<file path="src/rtl/des_cbc_stream_pkg.sv">
// Shared types and constants for the DES CBC/ECB streaming wrapper.
package des_cbc_stream_pkg;

   localparam int unsigned BLK_W     = 64;
   localparam int unsigned CNT_W_DEF = 16;

   typedef logic [BLK_W-1:0] block_t;

   typedef enum logic [1:0] {
      ST_IDLE  = 2'd0,
      ST_RUN   = 2'd1,
      ST_FLUSH = 2'd2
   } state_t;

endpackage

</file>
<file path="src/rtl/des_cbc_stream_core.sv">
// Combinational single-block DES with the CBC xor folded around it.
module des_cbc_stream_core
   import des_cbc_stream_pkg::*;
(
   input  logic [BLK_W-1:0] key,
   input  logic [BLK_W-1:0] plaintext,
   input  logic             encrypt,
   input  logic             cbc,
   input  logic [BLK_W-1:0] iv,
   output logic [BLK_W-1:0] result_c
);

   // Tables use the DES 1-based MSB-first bit numbering.
   localparam int unsigned IP_T [64] = '{
      58,50,42,34,26,18,10,2, 60,52,44,36,28,20,12,4,
      62,54,46,38,30,22,14,6, 64,56,48,40,32,24,16,8,
      57,49,41,33,25,17,9,1,  59,51,43,35,27,19,11,3,
      61,53,45,37,29,21,13,5, 63,55,47,39,31,23,15,7};
   localparam int unsigned FP_T [64] = '{
      40,8,48,16,56,24,64,32, 39,7,47,15,55,23,63,31,
      38,6,46,14,54,22,62,30, 37,5,45,13,53,21,61,29,
      36,4,44,12,52,20,60,28, 35,3,43,11,51,19,59,27,
      34,2,42,10,50,18,58,26, 33,1,41,9,49,17,57,25};
   localparam int unsigned E_T [48] = '{
      32,1,2,3,4,5, 4,5,6,7,8,9, 8,9,10,11,12,13, 12,13,14,15,16,17,
      16,17,18,19,20,21, 20,21,22,23,24,25, 24,25,26,27,28,29, 28,29,30,31,32,1};
   localparam int unsigned P_T [32] = '{
      16,7,20,21,29,12,28,17, 1,15,23,26,5,18,31,10,
      2,8,24,14,32,27,3,9,    19,13,30,6,22,11,4,25};
   localparam int unsigned PC1_T [56] = '{
      57,49,41,33,25,17,9,1,  58,50,42,34,26,18,10,2,
      59,51,43,35,27,19,11,3, 60,52,44,36,63,55,47,39,
      31,23,15,7,62,54,46,38, 30,22,14,6,61,53,45,37,
      29,21,13,5,28,20,12,4};
   localparam int unsigned PC2_T [48] = '{
      14,17,11,24,1,5, 3,28,15,6,21,10, 23,19,12,4,26,8, 16,7,27,20,13,2,
      41,52,31,37,47,55, 30,40,51,45,33,48, 44,49,39,56,34,53, 46,42,50,36,29,32};
   localparam int unsigned SHIFT_T [16] = '{1,1,2,2,2,2,2,2,1,2,2,2,2,2,2,1};
   // Each S-box is 64 nibbles, row-major, row 0 column 0 in the top nibble.
   localparam logic [255:0] SBOX_T [8] = '{
      256'hE4D12FB83A6C5907_0F74E2D1A6CB9538_41E8D62BFC973A50_FC8249175B3EA06D,
      256'hF18E6B34972DC05A_3D47F28EC01A69B5_0E7BA4D158C6932F_D8A13F42B67C05E9,
      256'hA09E63F51DC7B428_D709346A285ECBF1_D6498F30B12C5AE7_1AD069874FE3B52C,
      256'h7DE3069A1285BC4F_D8B56F03472C1AE9_A690CB7DF13E5284_3F06A1D8945BC72E,
      256'h2C417AB6853FD0E9_EB2C47D150FA3986_421BAD78F9C5630E_B8C71E2D6F09A453,
      256'hC1AF92680D34E75B_AF427C9561DE0B38_9EF528C3704A1DB6_432C95FABE17608D,
      256'h4B2EF08D3C975A61_D0B7491AE35C2F86_14BDC37EAF680592_6BD814A7950FE23C,
      256'hD2846FB1A93E50C7_1FD8A374C56B0E92_7B419CE206ADF358_21E74A8DFC90356B};

   function automatic logic [63:0] perm_ip(input logic [63:0] x);
      logic [63:0] r;
      r = '0;
      for (int i = 0; i < 64; i++) r[6'(63 - i)] = x[6'(64 - IP_T[6'(i)])];
      return r;
   endfunction

   function automatic logic [63:0] perm_fp(input logic [63:0] x);
      logic [63:0] r;
      r = '0;
      for (int i = 0; i < 64; i++) r[6'(63 - i)] = x[6'(64 - FP_T[6'(i)])];
      return r;
   endfunction

   function automatic logic [47:0] expand(input logic [31:0] x);
      logic [47:0] r;
      r = '0;
      for (int i = 0; i < 48; i++) r[6'(47 - i)] = x[5'(32 - E_T[6'(i)])];
      return r;
   endfunction

   function automatic logic [31:0] perm_p(input logic [31:0] x);
      logic [31:0] r;
      r = '0;
      for (int i = 0; i < 32; i++) r[5'(31 - i)] = x[5'(32 - P_T[5'(i)])];
      return r;
   endfunction

   function automatic logic [55:0] perm_pc1(input logic [63:0] x);
      logic [55:0] r;
      r = '0;
      for (int i = 0; i < 56; i++) r[6'(55 - i)] = x[6'(64 - PC1_T[6'(i)])];
      return r;
   endfunction

   function automatic logic [47:0] perm_pc2(input logic [55:0] x);
      logic [47:0] r;
      r = '0;
      for (int i = 0; i < 48; i++) r[6'(47 - i)] = x[6'(56 - PC2_T[6'(i)])];
      return r;
   endfunction

   function automatic logic [3:0] sbox_lu(input int n, input logic [5:0] b);
      logic [255:0] t;
      logic [5:0]   ridx;
      t    = SBOX_T[3'(n)];
      ridx = ~{b[5], b[0], b[4:1]};
      return t[{ridx, 2'b00} +: 4];
   endfunction

   function automatic logic [31:0] feistel(input logic [31:0] r, input logic [47:0] k);
      logic [47:0] x;
      logic [31:0] s;
      x = expand(r) ^ k;
      s = '0;
      for (int n = 0; n < 8; n++) s[5'(28 - 4*n) +: 4] = sbox_lu(n, x[6'(42 - 6*n) +: 6]);
      return perm_p(s);
   endfunction

   function automatic logic [63:0] des_block(input logic [63:0] k, input logic [63:0] d,
                                             input logic enc);
      logic [55:0] cd;
      logic [27:0] c, dd;
      logic [47:0] sk [16];
      logic [63:0] lr;
      logic [31:0] l, r, t;
      cd = perm_pc1(k);
      c  = cd[55:28];
      dd = cd[27:0];
      for (int i = 0; i < 16; i++) begin
         if (SHIFT_T[4'(i)] == 2) begin
            c  = {c[25:0], c[27:26]};
            dd = {dd[25:0], dd[27:26]};
         end else begin
            c  = {c[26:0], c[27]};
            dd = {dd[26:0], dd[27]};
         end
         sk[4'(i)] = perm_pc2({c, dd});
      end
      lr = perm_ip(d);
      l  = lr[63:32];
      r  = lr[31:0];
      // Decryption is the same network with the subkeys reversed.
      for (int i = 0; i < 16; i++) begin
         t = r;
         r = l ^ feistel(r, enc ? sk[4'(i)] : sk[4'(15 - i)]);
         l = t;
      end
      return perm_fp({r, l});
   endfunction

   logic [BLK_W-1:0] pre_c;
   logic [BLK_W-1:0] raw_c;

   always_comb begin
      pre_c    = (encrypt && cbc) ? (plaintext ^ iv) : plaintext;
      raw_c    = des_block(key, pre_c, encrypt);
      result_c = (!encrypt && cbc) ? (raw_c ^ iv) : raw_c;
   end

endmodule

</file>
<file path="src/rtl/des_cbc_stream.sv">
// Streaming DES wrapper: latches key/iv/mode on start, one block per cycle, CBC chaining.
module des_cbc_stream
   import des_cbc_stream_pkg::*;
#(
   parameter int unsigned CNT_W = CNT_W_DEF
) (
   input  logic             clk,
   input  logic             rst_n,
   input  logic             start,
   input  logic [BLK_W-1:0] key_in,
   input  logic [BLK_W-1:0] iv_in,
   input  logic             encrypt_in,
   input  logic             cbc_in,
   input  logic             in_valid,
   output logic             in_ready,
   input  logic [BLK_W-1:0] in_data,
   input  logic             in_last,
   output logic             out_valid,
   input  logic             out_ready,
   output logic [BLK_W-1:0] out_data,
   output logic             out_last,
   output logic             busy,
   output logic             done,
   output logic [CNT_W-1:0] blk_count
);

   state_t           state_q, state_d;
   block_t           key_q, key_d;
   block_t           chain_q, chain_d;
   block_t           out_data_q, out_data_d;
   logic             encrypt_q, encrypt_d;
   logic             cbc_q, cbc_d;
   logic             out_valid_q, out_valid_d;
   logic             out_last_q, out_last_d;
   logic             busy_q, busy_d;
   logic [CNT_W-1:0] blk_count_q, blk_count_d;
   block_t           core_res_c;
   logic             accept_c;

   des_cbc_stream_core u_core (
      .key       (key_q),
      .plaintext (in_data),
      .encrypt   (encrypt_q),
      .cbc       (cbc_q),
      .iv        (chain_q),
      .result_c  (core_res_c)
   );

   // Accept only when the single result slot is free or being drained this cycle.
   assign in_ready = (state_q == ST_RUN) && (!out_valid_q || out_ready);
   assign accept_c = in_valid && in_ready;
   assign done     = (state_q == ST_FLUSH) && out_valid_q && out_ready && out_last_q;

   always_comb begin
      state_d     = state_q;
      key_d       = key_q;
      chain_d     = chain_q;
      encrypt_d   = encrypt_q;
      cbc_d       = cbc_q;
      out_data_d  = out_data_q;
      out_valid_d = out_valid_q;
      out_last_d  = out_last_q;
      blk_count_d = blk_count_q;

      case (state_q)
         ST_IDLE: begin
            if (start) begin
               state_d     = ST_RUN;
               key_d       = key_in;
               chain_d     = iv_in;
               encrypt_d   = encrypt_in;
               cbc_d       = cbc_in;
               blk_count_d = '0;
            end
         end
         ST_RUN: begin
            if (accept_c && in_last) state_d = ST_FLUSH;
         end
         ST_FLUSH: begin
            if (done) state_d = ST_IDLE;
         end
         default: state_d = ST_IDLE;
      endcase

      if (accept_c) begin
         out_data_d  = core_res_c;
         out_last_d  = in_last;
         out_valid_d = 1'b1;
         blk_count_d = blk_count_q + CNT_W'(1);
         if (cbc_q) chain_d = encrypt_q ? core_res_c : in_data;
      end else if (out_valid_q && out_ready) begin
         out_valid_d = 1'b0;
      end

      busy_d = (state_d != ST_IDLE);
   end

   always_ff @(posedge clk or negedge rst_n) begin
      if (!rst_n) begin
         state_q     <= ST_IDLE;
         key_q       <= '0;
         chain_q     <= '0;
         encrypt_q   <= 1'b0;
         cbc_q       <= 1'b0;
         out_data_q  <= '0;
         out_valid_q <= 1'b0;
         out_last_q  <= 1'b0;
         busy_q      <= 1'b0;
         blk_count_q <= '0;
      end else begin
         state_q     <= state_d;
         key_q       <= key_d;
         chain_q     <= chain_d;
         encrypt_q   <= encrypt_d;
         cbc_q       <= cbc_d;
         out_data_q  <= out_data_d;
         out_valid_q <= out_valid_d;
         out_last_q  <= out_last_d;
         busy_q      <= busy_d;
         blk_count_q <= blk_count_d;
      end
   end

   assign out_valid = out_valid_q;
   assign out_data  = out_data_q;
   assign out_last  = out_last_q;
   assign busy      = busy_q;
   assign blk_count = blk_count_q;

endmodule

</file>
<file path="config.mk">
export PLATFORM = sky130hd
export DESIGN_NAME = des_cbc_stream
export DESIGN_NICKNAME = d
export VERILOG_FILES = /design/src/rtl/des_cbc_stream_pkg.sv /design/src/rtl/des_cbc_stream_core.sv /design/src/rtl/des_cbc_stream.sv
export SDC_FILE = /design/constraint.sdc
export NUM_CORES = 1
export LEC_CHECK = 0
export BUFFER_PORTS_ARGS = -buffer_cell sky130_fd_sc_hd__buf_2
export CAP_MARGIN = 40
export CORE_MARGIN = 3
export CORE_UTILIZATION = 55
export CTS_BUF_LIST = sky130_fd_sc_hd__clkbuf_16
export DETAILED_ROUTE_END_ITERATION = 8
export GPL_TIMING_DRIVEN = 0
export PLACE_DENSITY = 0.81
export SYNTH_ARGS = -nofsm -noshare
export SYNTH_HDL_FRONTEND = slang
export SYNTH_HIERARCHICAL = 1
export SYNTH_SLANG_ARGS = --single-unit
</file>
<file path="constraint.sdc">
create_clock -name clk -period 1.92 [get_ports clk]
set_clock_uncertainty 0.05 [all_clocks]
set_input_delay 0.096 -clock clk [delete_from_list [all_inputs] [get_ports clk]]
set_output_delay 0.096 -clock clk [all_outputs]
set_load 0.01 [all_outputs]
</file>
==> results.ini <==
[grt]
grt_pass1_wl_um=28600
grt_usage_pct=28.7
grt_max_degree=63
grt_antenna_before_repair=0
overflow=0
grt_pass1_vias=5802

[floorplanning]
start_util_pct=57.9
die_x_um=112
die_area_mm2=0.0125
placeableCoreArea_mm2=0.0106
ios=285
die_y_um=112
rows=37

[critical_path]
cpMostUsedCell=buf_6
end_kind=flip-flop
critPathBufInv=2
crit_family=simple AND/OR/NAND/NOR gates
worstPathCellList=or3b_4 > buf_6 > buf_6 > and2_1 > a211oi_2 > a21oi_1
required_ns=2.15
cp_slowest_cell=dfrtp_1
critPathKind=reg -> reg
worstPathMaxFanout=10
start_kind=flip-flop
arrival_ns=2.04
critPathMaxStageDelay_ns=0.44

[power]
power.leakage_nw=4.62
p_int_w=0.00749
design_power_total_w=0.0118
pwr-share-clk_pct=26.3
ir_worst_vdd_mv=0.817
p_per_area_mw_per_mm2=1390
switching_share_pct=36.5
power_switching_w=0.00432
seq_power_share_pct=33.0
comb_power_share_pct=40.7

[worst_hold_path]
holdCritPathClass=in -> reg

[synth]
synthCells=648
yosysWarnings=6
syn_area_mm2=0.00614
syn_avg_cell_area_um2=9.47

[drt]
wirelength_um=17600
drc=0
vias_per_cell=5.18
wl_per_cell_um=16.4
postRouteAntennaNets=0
via_count=5555
drt-initial-drc-count=254
drt_first_pass_iters=5

[finish]
layout_common_cells=219 x nand2_1, 188 x buf_2, 119 x dfrtp_1
area_growth_pct=38.5
drive_gt1_share_pct=33.8
nets=1125
diodes=0
final_cells=1072
fillers=642
final_common_cell=nand2_1

[sta]
max_freq_mhz=554
drv_slew=0
setup_viol=0
worst_slack_ns=0.115
rsz0062_at_grt=false
hold_violations=0
slew_headroom_pct=58.4
tightestPinTransition_ns=0.623
period_needed_ns=1.80
finalCritPeriodShare_pct=94.0

[clock_tree]
clockBufferDepth=2
path_clk_slew_ns=0.06
clock_sinks=119
cts_resized=0
cts_htree_levels=4
cts_tree=done
cts_root_buf=clkbuf_16
cts-buffers-inserted=17
insertion_delay_ns=0.41

[place]
dpl_worst_slack_ns=0.183
io_buffers=156
placedCellCount=972
gp_congestion=0.809
hpwl_um=11500

[run]
maxCapViolations=0

[status]
status=completed

==> through the flow <==
step | instance area (um^2) | TNS [ns] | hold slack [ns] | utilization, %
4_1_cts | 8490 | 0 | 0.0204 | 80.1
3_3_place_gp | 7200 | -87.45 | 0.236 | 67.9
2_1_floorplan | 6250 | 0 | -0.250 | -
5_1_grt | 8500 | 0 | 0.0982 | 80.1
3_5_place_dp | 7240 | 0 | 0.0578 | 68.3
6_report | 8500 | 0 | 0.0978 | 80.1
==> flip-flops by register name, indices dropped and copies added (netlist names) <==
name and flops:
state_q 2, busy 1, out_last 1, cbc_q 1, chain_q 32, encrypt_q 1
blk_count 16, out_valid 1, out_data 64
==> worst paths after layout <==
check	depth (start not counted)	slack (ns)	to	start
setup / recovery	6	0.12	chain_q[54]$_DFF_PN0_	state_q[0]$_DFF_PN0_
hold / removal	4	0.1	blk_count[9]$_DFFE_PN0P_	in_valid
setup reg to reg	6	0.12	chain_q[54]$_DFF_PN0_	state_q[0]$_DFF_PN0_
hold reg to reg	2	0.42	out_data[17]$_DFFE_PN0N_	out_data[17]$_DFFE_PN0N_
max in group asynchronous	3	0.95	chain_q[53]$_DFF_PN0_	rst_n
min in group asynchronous	2	0.17	out_data[30]$_DFFE_PN0N_	rst_n
==> cell type report <==
class | instances | area (um^2) | area share (%)
timing repair buffer | 226 | 1510 | 17.7
clock inverter | 14 | 144 | 1.69
tap | 136 | 170 | 2.00
inverter | 4 | 15.0 | 0.177
multi-input combinational | 473 | 2710 | 31.9
sequential | 119 | 2980 | 35.0
clock buffer | 17 | 425 | 5.01
buffer | 83 | 548 | 6.45
==> worst reg2reg max path, delay by kind of cell (launching register included) <==
family	cells	cell delay [ns]
AOI/OAI and AO/OA	2	0.27
buffers and inverters	2	0.28
DFF	1	0.44
and+or+nand+nor	2	0.63
==> metal layers <==
layer  wire length, um  part of all wire, %  GRT usage (%)  vias up
met2              9020                   51           50.0      199
met1              7220                   41           34.6     2668
met3               816                  4.6           5.22       40
met5                 0                    0              0        -
met4               531                  3.0           12.8        0
li1                  -                    -              -     2648
==> power groups by stage <==
| stage | clock, W | sequential [W] | combinational [W] |
|---|---|---|---|
| 6_report | 0.00310 | 0.00390 | 0.00481 |
| 5_1_grt | 0.00323 | 0.00401 | 0.00527 |
| 4_1_cts | 0.00312 | 0.00388 | 0.00474 |
| 3_5_place_dp | 0 | 0.00391 | 0.00458 |
| 3_3_place_gp | 0 | 0.00385 | 0.00443 |
| 2_1_floorplan | 0 | 0.00405 | 0.00295 |
==> timing repair <==
| item | in CTS | in global routing |
|---|---|---|
| setup buffers | 0 | 0 |
| hold buffers | 68 | 1 |
| hold endpoints to repair | 95 | 1 |
Note: power is estimated with default switching activity, not from simulation.
